--- config.mk ---
export PLATFORM = sky130hd
export DESIGN_NAME = event_counter_display
export DESIGN_NICKNAME = d
export VERILOG_FILES = /design/src/rtl/event_counter_display.sv
export SDC_FILE = /design/constraint.sdc
export NUM_CORES = 1
export LEC_CHECK = 0
export ABC_AREA = 1
export CAP_MARGIN = 10
export CORE_ASPECT_RATIO = 1.25
export CORE_UTILIZATION = 30
export CTS_BUF_LIST = sky130_fd_sc_hd__clkbuf_4
export CTS_CLUSTER_SIZE = 24
export DETAILED_ROUTE_END_ITERATION = 16
export DONT_BUFFER_PORTS = 1
export GPL_ROUTABILITY_DRIVEN = 0
export SKIP_LAST_GASP = 1
export SYNTH_ARGS = -nofsm -noshare
export SYNTH_HDL_FRONTEND = slang
export SYNTH_SLANG_ARGS = --single-unit
--- constraint.sdc ---
create_clock -name clk -period 4.2 [get_ports clk]
set_input_delay 0.21 -clock clk [delete_from_list [all_inputs] [get_ports clk]]
set_output_delay 0.21 -clock clk [all_outputs]
set_load 0.01 [all_outputs]
--- src/rtl/event_counter_display.sv ---
// Debounced push-button event counter with a multiplexed active-low 7-segment hex display.
// Optional macro LEADING_ZERO_BLANK_EN blanks digits above the most-significant nonzero digit.
module event_counter_display #(
  parameter int DIGITS          = 4,
  parameter int DEBOUNCE_CYCLES = 1000000,
  parameter int REFRESH_CYCLES  = 100000,
  parameter int SATURATE        = 0
) (
  input  logic                  clk,
  input  logic                  reset,
  input  logic                  in,
  input  logic                  dir,
  input  logic                  clear,
  output logic [4*DIGITS-1:0]   count,
  output logic [7:0]            seg,
  output logic [DIGITS-1:0]     an,
  output logic                  overflow
);

  localparam int W    = 4 * DIGITS;
  localparam int DB_W = $clog2(DEBOUNCE_CYCLES + 1);
  localparam int RF_W = $clog2(REFRESH_CYCLES + 1);
  localparam int IX_W = (DIGITS > 1) ? $clog2(DIGITS) : 1;

  localparam logic [W-1:0]      ALL_ONES = '1;
  localparam logic [DB_W-1:0]   DB_LAST  = DB_W'(DEBOUNCE_CYCLES - 1);
  localparam logic [RF_W-1:0]   RF_LAST  = RF_W'(REFRESH_CYCLES - 1);
  localparam logic [IX_W-1:0]   IX_LAST  = IX_W'(DIGITS - 1);
  localparam logic [DIGITS-1:0] AN_RST   = ~DIGITS'(1);

  logic            sync1_q, sync1_d, sync2_q, sync2_d;
  logic            deb_q, deb_d, deb_prev_q, deb_prev_d, event_q, event_d;
  logic [DB_W-1:0] db_cnt_q, db_cnt_d;
  logic [RF_W-1:0] rf_cnt_q, rf_cnt_d;
  logic [IX_W-1:0] idx_q, idx_d;
  logic [W-1:0]    count_q, count_d;
  logic            overflow_q, overflow_d;
  logic [7:0]      seg_q, seg_d;
  logic [DIGITS-1:0] an_q, an_d;
  logic [3:0]      nib;
  logic            at_max, at_min;

  function automatic logic [7:0] hex_glyph(input logic [3:0] v);
    case (v)
      4'h0:    hex_glyph = 8'b00000011;
      4'h1:    hex_glyph = 8'b10011111;
      4'h2:    hex_glyph = 8'b00100101;
      4'h3:    hex_glyph = 8'b00001101;
      4'h4:    hex_glyph = 8'b10011001;
      4'h5:    hex_glyph = 8'b01001001;
      4'h6:    hex_glyph = 8'b01000001;
      4'h7:    hex_glyph = 8'b00011111;
      4'h8:    hex_glyph = 8'b00000001;
      4'h9:    hex_glyph = 8'b00001001;
      4'hA:    hex_glyph = 8'b00010001;
      4'hB:    hex_glyph = 8'b11000001;
      4'hC:    hex_glyph = 8'b01100011;
      4'hD:    hex_glyph = 8'b10000101;
      4'hE:    hex_glyph = 8'b01100001;
      default: hex_glyph = 8'b01110001;
    endcase
  endfunction

  always_comb begin
    sync1_d    = in;
    sync2_d    = sync1_q;
    deb_d      = deb_q;
    db_cnt_d   = '0;
    deb_prev_d = deb_q;
    event_d    = deb_q & ~deb_prev_q;
    count_d    = count_q;
    overflow_d = 1'b0;
    rf_cnt_d   = rf_cnt_q + RF_W'(1);
    idx_d      = idx_q;
    at_max     = (count_q == ALL_ONES);
    at_min     = (count_q == '0);

    // Stability run only advances while the synchronized input disagrees with the accepted level.
    if (sync2_q != deb_q) begin
      if (db_cnt_q == DB_LAST) begin
        deb_d = sync2_q;
      end else begin
        db_cnt_d = db_cnt_q + DB_W'(1);
      end
    end

    if (clear) begin
      count_d = '0;
    end else if (event_q) begin
      if (dir) begin
        overflow_d = at_max;
        if (!(SATURATE != 0 && at_max)) count_d = count_q + W'(1);
      end else begin
        overflow_d = at_min;
        if (!(SATURATE != 0 && at_min)) count_d = count_q - W'(1);
      end
    end

    if (rf_cnt_q == RF_LAST) begin
      rf_cnt_d = '0;
      idx_d    = (idx_q == IX_LAST) ? '0 : idx_q + IX_W'(1);
    end

    // Display registers track the next count/index so seg and an always agree with count.
    nib   = 4'(count_d >> (4 * idx_d));
    seg_d = hex_glyph(nib);
`ifdef LEADING_ZERO_BLANK_EN
    if (idx_d != '0 && (count_d >> (4 * idx_d)) == '0) seg_d = 8'hFF;
`else
`endif
    an_d = ~(DIGITS'(1) << idx_d);
  end

  always_ff @(posedge clk or negedge reset) begin
    if (!reset) begin
      sync1_q    <= 1'b0;
      sync2_q    <= 1'b0;
      deb_q      <= 1'b0;
      deb_prev_q <= 1'b0;
      event_q    <= 1'b0;
      db_cnt_q   <= '0;
      rf_cnt_q   <= '0;
      idx_q      <= '0;
      count_q    <= '0;
      overflow_q <= 1'b0;
      seg_q      <= 8'b00000011;
      an_q       <= AN_RST;
    end else begin
      sync1_q    <= sync1_d;
      sync2_q    <= sync2_d;
      deb_q      <= deb_d;
      deb_prev_q <= deb_prev_d;
      event_q    <= event_d;
      db_cnt_q   <= db_cnt_d;
      rf_cnt_q   <= rf_cnt_d;
      idx_q      <= idx_d;
      count_q    <= count_d;
      overflow_q <= overflow_d;
      seg_q      <= seg_d;
      an_q       <= an_d;
    end
  end

  assign count    = count_q;
  assign overflow = overflow_q;
  assign seg      = seg_q;
  assign an       = an_q;

endmodule

==> results.sh, run 1 <==
export IMPL_outcome="finished clean"
export IMPL_min_to="count[1]"
export IMPL_syn_nets=674
export IMPL_vias=3977
export IMPL_vdd_drop_max_v=0.000151
export IMPL_fp_dieH_um=142
export IMPL_hold_buffers=6
export IMPL_final_nets=687
export IMPL_cp_common_cell="nand2_1"
export IMPL_ys_seq_area_share_pct=38.5
export IMPL_power_density_nw_per_um2=225
export IMPL_critical_path_class="flip-flop to flip-flop"
export IMPL_hold_start="dir"
export IMPL_num_rows=50
export IMPL_drtIter0Drc=320
export IMPL_numCtsBuffers=9
export IMPL_cts_htree_levels=3
export IMPL_grt_pass1_wl_um=18600
export IMPL_cts_root_buf="clkbuf_4"
export IMPL_cp_start_kind="flip-flop"
export IMPL_antenna_found_initial=1
export IMPL_cp_slowest_stage_delay_ns=0.54
export IMPL_ant_nets=0
export IMPL_ys_seq_elements=72
export IMPL_arrival_ns=3.27
export IMPL_postCtsResizedCells=0
export IMPL_synthDominantCellAreaShare_pct=36.3
export IMPL_grtUsageTotal_pct=14.8
export IMPL_period_share_pct=68.4
export IMPL_clk_latency_ns=0.45
export IMPL_grt_remaining_overflow=0
export IMPL_die_x_um=114
export IMPL_hold_depth=4
export IMPL_rr_worst_depth=19
export IMPL_wirelength_um=10800
export IMPL_r2r_start="count[0]"
export IMPL_dp_hpwl_um=8240
export IMPL_reg2reg_slack_ns=1.33
export IMPL_cts_max_path_buffers=2
export IMPL_slowest_stage="dfrtp_1"
export IMPL_die_area_um2=16100
export IMPL_hold_path_class="input pin to flip-flop"
export IMPL_grt_pass1_vias=3818
export IMPL_area_growth_pct=9.26
export IMPL_slew_headroom_pct=62.5
export IMPL_fin_tns_setup_ns=0
export IMPL_synth_enable_flop_cells=0
export IMPL_timing_fmax_ghz=0.348
export IMPL_postLayoutCoreUtil_pct=33.8
export IMPL_grt_max_degree=73
export IMPL_period_needed_ns=2.87
export IMPL_netlist_cell_type_count=45
export IMPL_top_level_ports=34
export IMPL_critPathMaxFanout=6
export IMPL_rsz0062_at_grt="false"
export IMPL_skew_ns=0.0201
export IMPL_slew_viol_final=0
export IMPL_area_sequential_um2=1810
export IMPL_clk_pin_slew_ns=0.12
export IMPL_reg2reg_to="seg[4]"
export IMPL_hold_viol=0
export IMPL_required_ns=4.60
export IMPL_filler_cell_count=1673
export IMPL_holdWs_ns=0.110
export IMPL_initial_core_util_pct=31.0
export IMPL_crit_family="simple AND/OR/NAND/NOR gates"
export IMPL_synth_area_um2=4690
export IMPL_multi_input_area_um2=2410
export IMPL_synthTopCellsByArea="dfrtp_1 (36%), nand2_1 (13%), inv_1 (9.1%), nand3_1 (6.4%), ha_1 (6.1%)"
export IMPL_yosys_warnings=0
export IMPL_cts_sinks=72
export IMPL_drcViolationCount=0
export IMPL_tightest_slew_ns=0.557
export IMPL_synth_main_ff_cell="dfrtp_1"
export IMPL_io_buffers=0
export IMPL_timing_final_ws_setup_ns=1.33
export IMPL_syn_avg_cell_area_um2=7.27
export IMPL_async_reset_ff_share_pct=100
export IMPL_cts_tree="done"
export IMPL_fp_coreArea_um2=15100
export IMPL_dp_slack_ns=1.36
export IMPL_wl_per_cell_um=12.4
export IMPL_setup_viol=0
export IMPL_maxCapViolations=0
export IMPL_vias_per_cell=4.56
export IMPL_crit_chain="inv_1 > fa_1 > inv_1 > nand2_1 > nand2_1 > nand3_1 > nand2_1 > nand2_1 > nand3_1 > nand3_1 > nand3_1 > inv_1 > nor2_2 > ha_1 > inv_1 > nand2_1 > nand2_1 > nand2_1 > nand2_1"
export IMPL_cts_setup_buffers=0
export IMPL_leakage_nw=2.74
export IMPL_worst_setup_path_end_kind="flip-flop"
export IMPL_synthCells=645
export IMPL_drive_gt1_share_pct=9.05
export IMPL_worst_path_buf_inv=4
export IMPL_firstDrtPassIters=4
export IMPL_synth_area_leader_cell="dfrtp_1"
==> per-layer routing <==
layer | routed length, µm | vias up | global-route usage, %
met5 | 0 | - | 0
met4 | 203 | 0 | 5.81
met3 | 524 | 17 | 3.50
met2 | 5260 | 72 | 24.5
met1 | 4830 | 1825 | 18.4
li1 | - | 2063 | -
==> report_power, final <==
| part | switching [W] | total [W] | internal, W | leakage (nW) |
|---|---|---|---|---|
| clock network | 0.000263 | 0.000387 | 0.000124 | 0.0575 |
| registers | 0.00000207 | 0.000699 | 0.000696 | 0.971 |
| logic | 0.0000463 | 0.0000664 | 0.0000201 | 1.71 |
| total | 0.000311 | 0.00115 | 0.000841 | 2.74 |
==> through the flow <==
step / cells / power, W / cell area, µm²
floorplan: 645 / 0.000749 / 4690
global placement: 849 / 0.000756 / 4930
detailed placement: 849 / 0.000757 / 4930
CTS: 871 / 0.00118 / 5120
global route: 872 / 0.00121 / 5120
finish: 872 / 0.00115 / 5120
==> sequential cells by signal (all words and copies together) (netlist names) <==
register and cells:
db_cnt_q 20, rf_cnt_q 17, count 16, seg 7
an 4, idx_q 2, deb_prev_d 1, deb_prev_q 1
event_q 1, overflow 1, sync1_q 1, sync2_q 1
==> how the worst max path moves through the flow <==
stage	from	end	slack [ns]	depth (start not counted)
2_1_floorplan	count[0]	seg[4]	1.75	19
3_3_place_gp	count[0]	seg[4]	1.33	19
3_5_place_dp	count[0]	seg[4]	1.36	19
4_1_cts	count[0]	seg[4]	1.35	19
5_1_grt	count[0]	seg[4]	1.08	19
6_report	count[0]	seg[4]	1.33	19
==> cell usage after synthesis, drive strengths merged, types with 4 or more instances <==
master and number:
a21oi 26, dfrtp 68, nor2 85, nor3 15
xor2 9, o21ai 14, inv 118, xnor2 4
ha 23, nor4 9, nand2 171, dfstp 4
nand3 63, nand4 10
==> cells by family after synthesis <==
logic type	after synthesis	synth area share, %
AO/OA/AOI/OAI	48	5.98
XOR/XNOR	13	2.43
adder cells (fa/ha/maj)	24	6.56
flip-flops	72	38.5
other	1	0.0800
buffers and inverters	124	10.1
multiplexers	1	0.240
AND/OR/NAND/NOR	362	36.1
==> area by class of cell <==
cell class              count  share of cell area [%]
diodes                      1                  0.0488
clock buffers              10                    1.47
clock inverters             6                   0.708
inverters                 119                    8.72
multi-input cells         449                    47.1
flip-flops and latches     72                    35.3
well taps                 208                    5.08
repair buffers              7                    1.66
==> placed cells by master, fill, tap and decap left out, types with 10 or more instances in the layout <==
cell      Yosys  layout
inv_1       114     114
nor3_1       14      14
nor2_1       72      72
nand2_1     160     160
ha_1         23      23
o21ai_0      10      10
a21oi_1      26      26
nand4_1      10      10
nand3_1      60      60
dfrtp_1      68      68
clkbuf_4      0      10
==> worst min-delay path, stage by stage <==
cell and delay [ns]:
fa_1 0.15, nand2_1 0.05, nand2_1 0.05, nor2_1 0.05
(Power assumes the default switching activity.)
==> run 2: changes to the inputs <==
Clock period 4.2 ns to 2.4 ns, I/O delays scaled along.
==> run 2 against run 1 <==
The flow now finishes with violations (setup timing). Worst hold slack improved by 0.029 ns. Cell count is 10% higher. Sequential share of layout area fell by 6.9 points. Maximum frequency up 19%. Routed wire length grew 14%. Die area stayed put. Sequential power grew 75%. First-iteration DRC count fell by 35%. Critical path type unchanged.
==> results.sh, run 2 (synthesis gave the netlist of run 1 again) <==
export IMPL_slew_viol_final=0
export IMPL_fin_tns_setup_ns=-0.0159
export IMPL_most_common_layout_cells="nand2_1 (139), inv_1 (108), buf_4 (86), nor2_1 (68), dfrtp_1 (67)"
export IMPL_leakage_nw=3.28
export IMPL_vdd_drop_max_v=0.000249
export IMPL_die_area_um2=16100
export IMPL_fp_dieH_um=142
export IMPL_crit_chain="buf_6 > ha_4 > nand2_1 > nor2_1 > nand2_1 > nand3_2 > nand2_1 > nand3_2 > nand2_2 > buf_4 > buf_4 > buf_4 > buf_4 > buf_4 > buf_4 > buf_4 > buf_4 > inv_1"
export IMPL_cts_root_buf="clkbuf_4"
export IMPL_period_needed_ns=2.42
export IMPL_grt_remaining_overflow=0
export IMPL_grtUsageTotal_pct=15.4
export IMPL_slowest_stage="dfrtp_1"
export IMPL_skew_ns=0.0241
export IMPL_largest_reg_flops=20
export IMPL_maxCapViolations=0
export IMPL_required_ns=2.82
export IMPL_wl_per_cell_um=12.8
export IMPL_die_x_um=114
export IMPL_clk_pin_slew_ns=0.15
export IMPL_grt_pass1_vias=4088
export IMPL_cp_start_kind="flip-flop"
export IMPL_grt_pass1_wl_um=19200
export IMPL_drtIter0Drc=207
export IMPL_period_share_pct=101
export IMPL_hold_viol=0
export IMPL_arrival_ns=2.83
export IMPL_largest_register="db_cnt_q"
export IMPL_final_common_cell="nand2_1"
export IMPL_vias_per_cell=4.54
export IMPL_timing_final_ws_setup_ns=-0.0159
export IMPL_setup_viol=1
export IMPL_area_growth_pct=36.0
export IMPL_top_level_ports=34
export IMPL_dp_hpwl_um=8700
export IMPL_num_rows=50
export IMPL_antenna_found_initial=1
export IMPL_crit_family="buffers and inverters"
export IMPL_timing_fmax_ghz=0.414
export IMPL_vias=4376
export IMPL_final_nets=778
export IMPL_tightest_slew_ns=0.563
export IMPL_hold_path_class="input pin to flip-flop"
export IMPL_rsz0062_at_grt="true"
export IMPL_firstDrtPassIters=4
export IMPL_cp_slowest_stage_delay_ns=0.43
export IMPL_stdcell_count=963
export IMPL_drive_gt1_share_pct=29.7
export IMPL_fp_coreArea_um2=15100
export IMPL_filler_cell_count=1561
export IMPL_slew_headroom_pct=62.4
export IMPL_cp_common_cell="buf_4"
export IMPL_power_density_nw_per_um2=363
export IMPL_drcViolationCount=0
export IMPL_cts_htree_levels=3
export IMPL_violations="setup timing"
export IMPL_ant_nets=0
export IMPL_critPathMaxFanout=3
export IMPL_cts_tree="done"
export IMPL_numCtsBuffers=9
export IMPL_clk_latency_ns=0.46
export IMPL_worst_setup_path_end_kind="flip-flop"
export IMPL_cts_sinks=72
export IMPL_cts_max_path_buffers=2
export IMPL_io_buffers=0
export IMPL_initial_core_util_pct=31.0
export IMPL_dp_cells=905
export IMPL_fin_area_um2=6380
export IMPL_wirelength_um=12400
export IMPL_outcome="finished, violations left"
export IMPL_worst_path_buf_inv=10
export IMPL_critical_path_class="flip-flop to flip-flop"
export IMPL_place_area_um2=5350
export IMPL_grt_max_degree=73
## run 2: cell types whose count changed in the layout (fill, tap and decap cells not counted), sizes merged
cell / previous run / this run
buf: 2 / 93
bufinv: 0 / 2
clkbuf: 10 / 9
clkinv: 5 / 3
inv: 118 / 119
## run 2: path summary, 6_finish.rpt
| kind | from | endpoint | slack [ns] | cells past startpoint |
|---|---|---|---|---|
| min in group asynchronous | reset | count[7] | 0.18 | 2 |
| max in group asynchronous | reset | count[0] | 1.84 | 2 |
| min | dir | count[15] | 0.14 | 6 |
| max reg2reg | count[1] | count[5] | -0.02 | 18 |
| max | count[1] | count[5] | -0.02 | 18 |
| min reg2reg | sync1_q | sync2_q | 0.36 | 0 |
## run 2: layout make-up
cell class	count	area (µm²)	area share (%)
sequential	72	1810	28.4
inverter	119	453	7.10
timing repair buffer	98	808	12.7
multi-input combinational	449	2880	45.2
clock buffer	9	67.6	1.06
tap	208	260	4.08
clock inverter	7	93.8	1.47
antenna	1	2.50	0.0392
## run 2: worst min-delay path, stage by stage
cell	delay (ns)
xnor2_1	0.07
inv_1	0.06
nand2_1	0.05
nand3_1	0.16
nand2_1	0.07
inv_1	0.05
## run 2: metrics by stage
stage | utilization, % | setup slack, ns | hold WS (ns) | power, W
final | 42.1 | -0.0159 | 0.139 | 0.00232
after global routing | 42.1 | -0.146 | 0.164 | 0.00242
after CTS | 38.6 | -0.00124 | 0.0583 | 0.00232
after detailed placement | 35.4 | -0.201 | -0.173 | 0.00135
after global placement | 35.4 | -0.175 | -0.173 | 0.00135
after floorplan | - | 0.000420 | -0.176 | 0.00131
## run 2: timing repair
action,CTS,global route
hold endpoints to repair,89,0
cloned,0,0
setup buffers,11,24
endpoints found under the setup margin,7,8
pin swaps,10,27
gates resized for setup,33,65
hold buffers,6,0
## run 2: layer usage
metal	share of wire, %	GRT usage (%)	up-vias
li1	-	-	2235
met1	44	18.6	2069
met2	50	26.7	56
met3	4.0	2.95	16
met4	1.6	6.36	0
met5	0	0	-
## run 2: where the power goes
part           switching [W]  leakage, nW  internal, W  total (W)
clock network       0.000488       0.0844     0.000424   0.000912
logic               0.000105         2.22    0.0000769   0.000182
registers         0.00000336        0.969      0.00122    0.00122
total               0.000596         3.28      0.00172    0.00232
